[config.mk]
export PLATFORM = sky130hd
export DESIGN_NAME = niosii_system_sysid_checker_timeout
export DESIGN_NICKNAME = d
export VERILOG_FILES = /design/src/rtl/niosii_system_sysid_checker_timeout.sv
export SDC_FILE = /design/constraint.sdc
export NUM_CORES = 1
export LEC_CHECK = 0
export BUFFER_PORTS_ARGS = -buffer_cell sky130_fd_sc_hd__buf_2
export CAP_MARGIN = 15
export CORE_AREA = 2 2 42 44
export DETAILED_ROUTE_END_ITERATION = 6
export DIE_AREA = 0 0 44 46
export PLACE_DENSITY = 0.64
export SLEW_MARGIN = 20
export SYNTH_ARGS = -nofsm -noshare
export SYNTH_HDL_FRONTEND = slang
export SYNTH_SLANG_ARGS = --single-unit
[constraint.sdc]
create_clock -name i_clock -period 1.4 [get_ports i_clock]
set_input_delay 0.14 -clock i_clock [delete_from_list [all_inputs] [get_ports i_clock]]
set_output_delay 0.14 -clock i_clock [all_outputs]
set_load 0.01 [all_outputs]
[src/rtl/niosii_system_sysid_checker_timeout.sv]
// Per-transaction cycle budget: clearable saturating counter; o_expired marks
// the last cycle of the budget, so leaving on that edge lands exactly on LIMIT.
module niosii_system_sysid_checker_timeout #(
  parameter int LIMIT = 1024
) (
  input  logic i_clock,
  input  logic i_reset,
  input  logic i_clear,
  input  logic i_enable,
  output logic o_expired
);
  localparam int TW = $clog2(LIMIT + 1);
  localparam logic [TW-1:0] LAST = TW'(LIMIT - 1);
  localparam logic [TW-1:0] TOP  = TW'(LIMIT);

  logic [TW-1:0] r_count;

  always_ff @(posedge i_clock) begin
    if (i_reset || i_clear) r_count <= '0;
    else if (i_enable && r_count != TOP) r_count <= r_count + 1'b1;
  end

  assign o_expired = (r_count >= LAST);
endmodule

# ---- After elaboration in Yosys (flattened, before gate mapping)
# Index checks and enable logic that the tools add are counted.
dict set report op_classes {
  addsub 1
  n_lt_le_gt_ge 1
  n_eq_ne 1
  n_reduce_logical 2
}
# operator count
set ops {}
lappend ops {{$add 11x1->11 const B} 1}
lappend ops {{$ge 11x10->1 const B} 1}
lappend ops {{$ne 11x11->1 const B} 1}
lappend ops {{$logic_and 1x1->1} 1}
lappend ops {{$logic_or 1x1->1} 1}
dict set report totals {
  regBits 11
  in_bits 4
  output_inout_bits 1
  word_cells 6
}

# ---- Logic depth before layout (Yosys ltp)
# Gate-level depths: netlist of the first run.
dict set report logic_depth {
  depth_word 2
  depth_mapped 5
  mapped_depth_nobuf 5
}

# ---- Worst setup path before layout of the first run
# Ideal clock, no wire load.
dict set report synth_timing {
  path_type {register -> register}
  startpoint {reg r_count[0]}
  endpoint {reg r_count[0]}
  setup_time_ns 0.072
  t_arrival_ns 1.222
  t_required_ns 1.328
  slack_ns 0.106
  path_stages_with_launch 6
  n_path_buf 0
  synth_period_minus_slack_ns 1.294
  path_cell_list {dfxtp_1 > inv_1 > ha_1 > nor4b_1 > a31oi_1 > mux2i_1}
}
dict set report synth_via {
  elab_chain_cells 2
  elab_cells_between_ends 3
  cone_classes {add/sub: 1; eq/ne: 1; reduce/logical: 1}
}
# item line
set synth_rtl {}
lappend synth_rtl {{start, declared} 16} ;# logic [TW-1:0] r_count;
lappend synth_rtl {{start signal, assigned} 20} ;# else if (i_enable && r_count != TOP) r_count <= r_count + 1'b1;
lappend synth_rtl {{branches (longest 2 deep; another with $add 11x1->11)} --}
# Several ways; the timed one is not identified.
# A chain may end at the register's enable or synchronous reset.

# ---- Worst setup path after layout of the first run
dict set report layout_timing {
  startpoint {reg r_count[2]}
  endpoint {out o_expired}
}
dict set report layout_via {
  elab_chain_cells 1
}
# item line
set layout_rtl {}
lappend layout_rtl {{$ge 11x10->1} 23} ;# assign o_expired = (r_count >= LAST);
lappend layout_rtl {{end, declared} 10} ;# output logic o_expired
# No other way between the ends.

==> results_dict.tcl, run 1 <==
set metrics [dict create \
    synth_nets 76 \
    worstMarginPinSlew_ns 0.430 \
    final_common_cell "buf_4" \
    slew_headroom_pct 70.9 \
    period_minus_slack_ns 1.40 \
    final_core_util_pct 49.0 \
    ctsRootBufferMaster "clkbuf_4" \
    core_area_um2 1610 \
    clockBufferDepth 2 \
    grt_usage_pct 17.7 \
    skew_ns 0.00956 \
    ys_seq_area_share_pct 36.9 \
    die-area_um2 2020 \
    avgSynthCellArea_um2 8.53 \
    path_class "reg -> out" \
    totalWireLength_um 1530 \
    worstPathArrival_ns 1.26 \
    multiInputGateArea_um2 389 \
    setup_viol 0 \
    first_pass_iters 4 \
    cts_hold_buf 0 \
    reg_top3 "r_count (11)" \
    gp_congestion 0.768 \
    die_y_um 46 \
    startpoint_type "flop" \
    place_area_um2 678 \
    synth_top_area_share_pct 36.9 \
    htree_levels 1 \
    vias 600 \
    cp-end-kind "primary output" \
    synth_edf_count 0 \
    drc 0 \
    synthFlopType "dfxtp_1" \
    ys_types 28 \
    final_max_slew_viol_count 0 \
    grt_overflow_total 0 \
    cts_buffers 3 \
    pin_count 5 \
    clock_sinks 11 \
    synthCells 70 \
    fin_nets 93 \
    p_leak_nw 0.308 \
    num_antenna_cells 0 \
    ir_drop_v 0.000467 \
    ant_nets 0 \
    layout-drive-gt1-share_pct 38.4 \
    syn_to_final_growth_pct 32.5 \
    fin_setup_tns_ns 0 \
    power.density_nw_per_um2 737 \
    cp.required_ns 1.26 \
    ys_top_cells_by_area "dfxtp_1, or3_1, a21oi_1" \
    hold_viol 0 \
    synth_area_leader_cell "dfxtp_1" \
    hp-class "in -> reg" \
    grt_pass1_wl_um 2480 \
    postLayoutCellArea_um2 791 \
    async_flop_share_pct 0 \
    port_buffers 4 \
    post-route-period-util_pct 99.7 \
    final_cell_mix "buf_4, nand2_1, or3_1, a21oi_1" \
    dp_cells 96 \
    grt_max_degree 10 \
    path_max_fanout 9 \
    avgRoutedWirePerCell_um 14.8 \
    largest_register "r_count" \
    syn-cell-area_um2 597 \
    vias_per_cell 5.83 \
    largest_reg_flops 11 \
    ys_ff_latch 11 \
    num_rows 15 \
    insertion_delay_ns 0.28 \
    die_width_um 44 \
    cts_tree "done" \
    grt_pass1_vias 538 \
    fillers 156 \
    antenna_found_initial 0 \
    clk_pin_slew_ns 0.08 \
    drv_cap 0 \
    status "finished, final reports clean" \
    drtIter0Drc 16 \
    synth_warnings 0 \
    max_freq_mhz 716 \
    regArea_um2 239 \
    hpwl_um 989 \
    start_util_pct 37.0 \
    final_cells 103 \
    grt_setup_unrepaired "true" \
]
[report_power, final]
group	internal, mW	total, mW	switching (mW)
registers	0.308	0.311	0.00310
logic	0.0171	0.0387	0.0216
clock network	0.106	0.233	0.127
total	0.431	0.583	0.151
[area by class of cell]
cell class	instances	area share [%]
Clock buffer	3	2.85
Clock inverter	1	0.633
Inverter	3	1.42
Multi-Input combinational cell	53	49.2
Sequential cell	11	30.2
Tap cell	17	2.69
Timing Repair Buffer	15	13.0
[repair_timing]
item                                    in CTS  in global routing
resized for setup                           17                  4
endpoints found under the setup margin       1                  6
pin swaps                                    4                  0
buffers inserted                             3                  1
[per-stage QoR]
step	power [mW]	setup WS [ns]	hold WS, ns
2_1_floorplan	0.345	0.106	0.314
3_3_place_gp	0.359	0.101	0.448
3_5_place_dp	0.360	0.0515	0.444
4_1_cts	0.587	0.00142	0.146
5_1_grt	0.609	-0.0533	0.168
6_report	0.583	0.00412	0.150
[path summary, 6_finish.rpt]
| path | from | endpoint | slack [ns] | depth (start not counted) |
|---|---|---|---|---|
| worst max-delay path | r_count[2]$_SDFFE_PP0P_ | o_expired | 0.004 | 4 |
| worst min-delay path | i_reset | r_count[10]$_SDFFE_PP0P_ | 0.15 | 3 |
| worst max register to register | r_count[3]$_SDFFE_PP0P_ | r_count[2]$_SDFFE_PP0P_ | 0.04 | 4 |
| worst min register to register | r_count[10]$_SDFFE_PP0P_ | r_count[10]$_SDFFE_PP0P_ | 0.52 | 2 |
[routing by layer]
layer | global-route usage (%) | vias to the layer above | share of wire, %
met2 | 28.2 | 19 | 50
met3 | 6.35 | 4 | 5.6
met5 | 0 | - | 0
met1 | 21.0 | 279 | 42
li1 | - | 298 | -
met4 | 9.09 | 0 | 2.4
[kinds of logic after synthesis]
logic type               synth area share, %
flip-flops                              36.9
buffers and inverters                   5.24
multiplexers                            3.35
XOR/XNOR                                1.47
adder cells (fa/ha/maj)                 4.19
AO/OA/AOI/OAI                           21.0
AND/OR/NAND/NOR                         27.9
[worst max-delay path, stage by stage (launching register included)]
cell and delay [ns]:
dfxtp_2 0.39, nand4_4 0.16, a21oi_2 0.15, a41o_1 0.15, buf_2 0.12
[synth_stat cells (3+ instances only)]
cell type,count
nor2_1,3
or3_1,5
nand2_1,8
dfxtp_1,11
nand4_1,3
o21ai_0,3
a21oi_1,6
No activity file was read; power rests on OpenSTA's default activity.
==> inputs of run 2 (changes only) <==
--- a/config.mk
+++ b/config.mk
@@ -11,6 +11,7 @@
 export DETAILED_ROUTE_END_ITERATION = 6
 export DIE_AREA = 0 0 44 46
 export PLACE_DENSITY = 0.64
+export SETUP_SLACK_MARGIN = 0.3
 export SLEW_MARGIN = 20
 export SYNTH_ARGS = -nofsm -noshare
 export SYNTH_HDL_FRONTEND = slang
==> run 2 against run 1 <==
The flow now finishes with violations (setup timing); critical path type is now reg -> reg; design area rose by 22%; global-route usage is 1.2 points higher; utilization is 11 points higher; critical endpoint is now r_count[6]$_SDFFE_PP0P_; final cell count grew 3.9%; non-clock buffer count increased by 4; highest routed layer unchanged; combinational power is 17% higher; critical path depth up 2; clock skew fell by 0.0090 ns; routed wire length up 21%; via count up 4.5%; register-to-register slack got worse by 0.04 ns; count of clock-buffer cells in the layout rose by 1.
==> results_dict.tcl, run 2 (synthesis results as in run 1) <==
set metrics [dict create \
    avgRoutedWirePerCell_um 17.3 \
    p_seq_share_pct 53.3 \
    ctsRootBufferMaster "clkbuf_4" \
    cpLargestDelayFamily "simple AND/OR/NAND/NOR gates" \
    htree_levels 1 \
    swShare_pct 24.8 \
    period_minus_slack_ns 1.40 \
    slew_headroom_pct 78.4 \
    min_from "i_reset" \
    largest_reg_flops 11 \
    largest_register "r_count" \
    grt_setup_unrepaired "true" \
    internal-power_mw 0.430 \
    core_area_um2 1610 \
    critPathLaunch "r_count[1]$_SDFFE_PP0P_" \
    place_area_um2 652 \
    cts_tree "done" \
    skew_ns 0.000591 \
    startpoint_type "flop" \
    clkPwrFrac_pct 38.8 \
    ant_nets 0 \
    p_leak_nw 0.389 \
    cp_slowest_cell "dfxtp_4" \
    layout-drive-gt1-share_pct 57.8 \
    pin_count 5 \
    clockBufferDepth 2 \
    syn_to_final_growth_pct 62.1 \
    path_class "reg -> reg" \
    grt_max_degree 9 \
    worstMarginPinSlew_ns 0.322 \
    final_cell_mix "buf_6, dfxtp_4, buf_4" \
    insertion_delay_ns 0.27 \
    setup_viol 1 \
    drv_cap 0 \
    grt_usage_pct 18.9 \
    first_pass_iters 6 \
    failed_checks "setup timing" \
    start_util_pct 37.0 \
    cp.required_ns 1.60 \
    die_width_um 44 \
    status "finished with violations" \
    reg_top3 "r_count (11)" \
    ir_drop_v 0.000495 \
    port_buffers 4 \
    die-area_um2 2020 \
    fin_ws_ns -0.000106 \
    clk_pin_slew_ns 0.07 \
    num_rows 15 \
    post-route-period-util_pct 100 \
    vias 627 \
    clock_sinks 11 \
    dp_cells 90 \
    rr_startpoint "r_count[1]$_SDFFE_PP0P_" \
    gp_congestion 0.800 \
    max_stage_delay_ns 0.39 \
    final_cells 107 \
    num_antenna_cells 0 \
    power.density_nw_per_um2 592 \
    max_freq_mhz 714 \
    reg2reg_depth 6 \
    grt_pass1_vias 613 \
    drc 0 \
    crit_buf_inv 2 \
    cts_buffers 3 \
    final_max_slew_viol_count 0 \
    antenna_found_initial 0 \
    die_y_um 46 \
    fin_nets 97 \
    final_core_util_pct 59.9 \
    hold_depth 3 \
    grt_pass1_wl_um 2720 \
    hold_viol 0 \
    pwr-share-comb_pct 7.9 \
    worstHoldEndpoint "r_count[10]$_SDFFE_PP0P_" \
    hp-class "in -> reg" \
    cp-end-kind "flop" \
    rr_endpoint "r_count[6]$_SDFFE_PP0P_" \
    drtIter0Drc 18 \
    cts_hold_buf 0 \
    grt_overflow_total 0 \
    timing.reg2reg.setup_slack_ns -0.0001 \
    crit_path_cell_trace "ha_4 > buf_4 > buf_6 > nand2_4 > or3_1 > a21oi_2" \
    fin_setup_tns_ns -0.000106 \
    path_max_fanout 5 \
    vias_per_cell 5.86 \
    finalPower_mw 0.572 \
    hpwl_um 966 \
    totalWireLength_um 1850 \
    worstPathArrival_ns 1.60 \
    postLayoutCellArea_um2 967 \
    power.switching_mw 0.142 \
]
run 2: power groups by stage:
stage / registers [mW] / clock network [mW] / logic [mW]
6_report: 0.305 / 0.222 / 0.0453
2_1_floorplan: 0.325 / 0 / 0.0218
3_5_place_dp: 0.326 / 0 / 0.0331
3_3_place_gp: 0.325 / 0 / 0.0321
5_1_grt: 0.305 / 0.248 / 0.0498
4_1_cts: 0.309 / 0.224 / 0.0381
run 2: worst max path at each step:
stage,end,cells past startpoint,slack [ns]
global placement,r_count[9]$_SDFFE_PP0P_,3,0.09
floorplan,r_count[7]$_SDFFE_PP0P_,4,0.19
global route,o_expired,5,-0.07
finish,r_count[6]$_SDFFE_PP0P_,6,-0.0001
detailed placement,r_count[0]$_SDFFE_PP0P_,5,0.05
CTS,o_expired,5,0.01
run 2: layout make-up:
type                            count  area [µm²]
Clock buffer                        4        26.3
Multi-Input combinational cell     53         494
Sequential cell                    11         251
Fill cell                         139         647
Inverter                            3        11.3
Tap cell                           17        21.3
Timing Repair Buffer               19         163
run 2: through the flow:
| stage | worst slack [ns] | hold WS (ns) |
|---|---|---|
| after CTS | 0.0133 | 0.170 |
| after detailed placement | 0.0523 | 0.450 |
| after floorplan | 0.186 | 0.314 |
| final | -0.000106 | 0.176 |
| after global placement | 0.0899 | 0.446 |
| after global routing | -0.0730 | 0.193 |
run 2: worst min-delay path, stage by stage:
cell and delay [ns]:
buf_2 0.10, or3_1 0.11, o41ai_2 0.06
run 2: metal layers:
layer  GRT usage, %  routed length [µm]  up-vias
met5              0                   0        -
met4           6.67                  12        0
met3           6.35                  32        3
met2           34.4                1050        7
met1           20.2                 757      311
li1               -                   -      306
run 2: repair_timing:
| item | in CTS | in global routing |
|---|---|---|
| gates resized for setup | 27 | 17 |
| buffers inserted | 11 | 2 |
| setup endpoints to repair | 10 | 12 |
| pin swaps | 11 | 4 |
| hold endpoints to repair | 0 | 0 |
==> inputs of run 3 (changes only) <==
--- a/config.mk
+++ b/config.mk
@@ -5,12 +5,12 @@
 export SDC_FILE = /design/constraint.sdc
 export NUM_CORES = 1
 export LEC_CHECK = 0
-export BUFFER_PORTS_ARGS = -buffer_cell sky130_fd_sc_hd__buf_2
 export CAP_MARGIN = 15
 export CORE_AREA = 2 2 42 44
 export DETAILED_ROUTE_END_ITERATION = 6
 export DIE_AREA = 0 0 44 46
-export PLACE_DENSITY = 0.64
+export DONT_BUFFER_PORTS = 1
+export PLACE_DENSITY = 0.61
 export SETUP_SLACK_MARGIN = 0.3
 export SLEW_MARGIN = 20
 export SYNTH_ARGS = -nofsm -noshare
==> run 3 against run 2 <==
The run now ends clean; global-route usage up 0.13 points; power up 0.83%; via count down 1.8%; utilization down 0.54 points; combinational power down 5.5%; hold slack worse by 0.12 ns; non-clock buffer count down 1; sequential share of layout area about the same; critical endpoint is now r_count[2]$_SDFFE_PP0P_; highest routed layer unchanged.
==> results_dict.tcl, run 3 (synthesis results as in run 1) <==
set metrics [dict create \
    startpoint_type "flop" \
    gp_congestion 0.777 \
    grt_usage_pct 19.0 \
    ctsRootBufferMaster "clkbuf_4" \
    num_antenna_cells 0 \
    num_rows 15 \
    fin_hold_ws_ns 0.0571 \
    fillers 132 \
    avgRoutedWirePerCell_um 17.0 \
    vias 616 \
    worstMarginPinSlew_ns 0.647 \
    final_core_util_pct 59.4 \
    grt_max_degree 9 \
    insertion_delay_ns 0.28 \
    path_max_fanout 3 \
    finalPower_mw 0.577 \
    largest_register "r_count" \
    vias_per_cell 5.81 \
    hold_viol 0 \
    grt_pass1_vias 602 \
    path_class "reg -> reg" \
    port_buffers 0 \
    status "finished, final reports clean" \
    fin_nets 96 \
    ant_nets 0 \
    final_cell_mix "buf_4, buf_6, dfxtp_4" \
    largest_reg_flops 11 \
    core_area_um2 1610 \
    power.density_nw_per_um2 602 \
    cts_buffers 3 \
    cts_hold_buf 0 \
    slew_headroom_pct 56.7 \
    totalWireLength_um 1810 \
    place_area_um2 624 \
    clk_pin_slew_ns 0.07 \
    die_y_um 46 \
    grt_pass1_wl_um 2760 \
    max_freq_mhz 731 \
    final_common_cell "buf_4" \
    hp-class "in -> reg" \
    grt_overflow_total 0 \
    reg_top3 "r_count (11)" \
    period_minus_slack_ns 1.37 \
    pin_count 5 \
    die-area_um2 2020 \
    syn_to_final_growth_pct 60.6 \
    antenna_found_initial 0 \
    cts_tree "done" \
    grt_setup_unrepaired "true" \
    ir_drop_v 0.000370 \
    skew_ns 0.00333 \
    cp-end-kind "flop" \
    post-route-period-util_pct 97.7 \
    drv_cap 0 \
    die_width_um 44 \
    setup_viol 0 \
    worstPathArrival_ns 1.54 \
    final_max_slew_viol_count 0 \
    drtIter0Drc 8 \
    p_leak_nw 0.370 \
    drc 0 \
    clock_sinks 11 \
    first_pass_iters 4 \
    clockBufferDepth 2 \
    start_util_pct 37.0 \
    postLayoutCellArea_um2 958 \
    hpwl_um 938 \
    htree_levels 1 \
    layout-drive-gt1-share_pct 53.9 \
    cp.required_ns 1.57 \
]
run 3: layer usage:
metal  part of all wire (%)  global-route usage, %
met5                      0                      0
met2                     54                   31.5
met1                     41                   22.5
met3                    4.6                   7.94
met4                   0.44                   5.45
run 3: critical path: stages (launching register included):
cell	delay (ns)
dfxtp_4	0.37
buf_6	0.12
inv_4	0.06
ha_4	0.12
nor4b_4	0.25
a31oi_1	0.15
o21a_1	0.20
run 3: power breakdown:
part	switching (mW)	total, mW	internal, mW
clock	0.118	0.228	0.111
combinational	0.0225	0.0428	0.0203
sequential	0.00350	0.306	0.302
total	0.144	0.577	0.433
run 3: worst paths after layout:
kind / start / to / slack (ns) / cells past startpoint
min: i_clear / r_count[8]$_SDFFE_PP0P_ / 0.06 / 2
min reg2reg: r_count[1]$_SDFFE_PP0P_ / r_count[1]$_SDFFE_PP0P_ / 0.51 / 2
max reg2reg: r_count[0]$_SDFFE_PP0P_ / r_count[2]$_SDFFE_PP0P_ / 0.03 / 6
max: r_count[0]$_SDFFE_PP0P_ / r_count[2]$_SDFFE_PP0P_ / 0.03 / 6
run 3: layout make-up:
cell class	count	area [µm²]	area share, %
Clock buffer	4	26.3	2.74
Sequential cell	11	249	26.0
Timing Repair Buffer	18	161	16.8
Inverter	3	16.3	1.70
Tap cell	17	21.3	2.22
Multi-Input combinational cell	53	484	50.5
run 3: timing repair:
| item | CTS | global route |
|---|---|---|
| endpoints found under the setup margin | 10 | 11 |
| setup buffers | 13 | 4 |
| gates cloned | 0 | 0 |
| resized for setup | 33 | 8 |
| pin swaps | 15 | 10 |
run 3: through the flow:
step	setup TNS [ns]	worst slack [ns]	instances
final	0	0.0323	106
after detailed placement	0	0.0872	85
after global routing	-0.0383	-0.0323	106
after CTS	0	0.0520	102
after global placement	0	0.0870	85
after floorplan	0	0.186	70
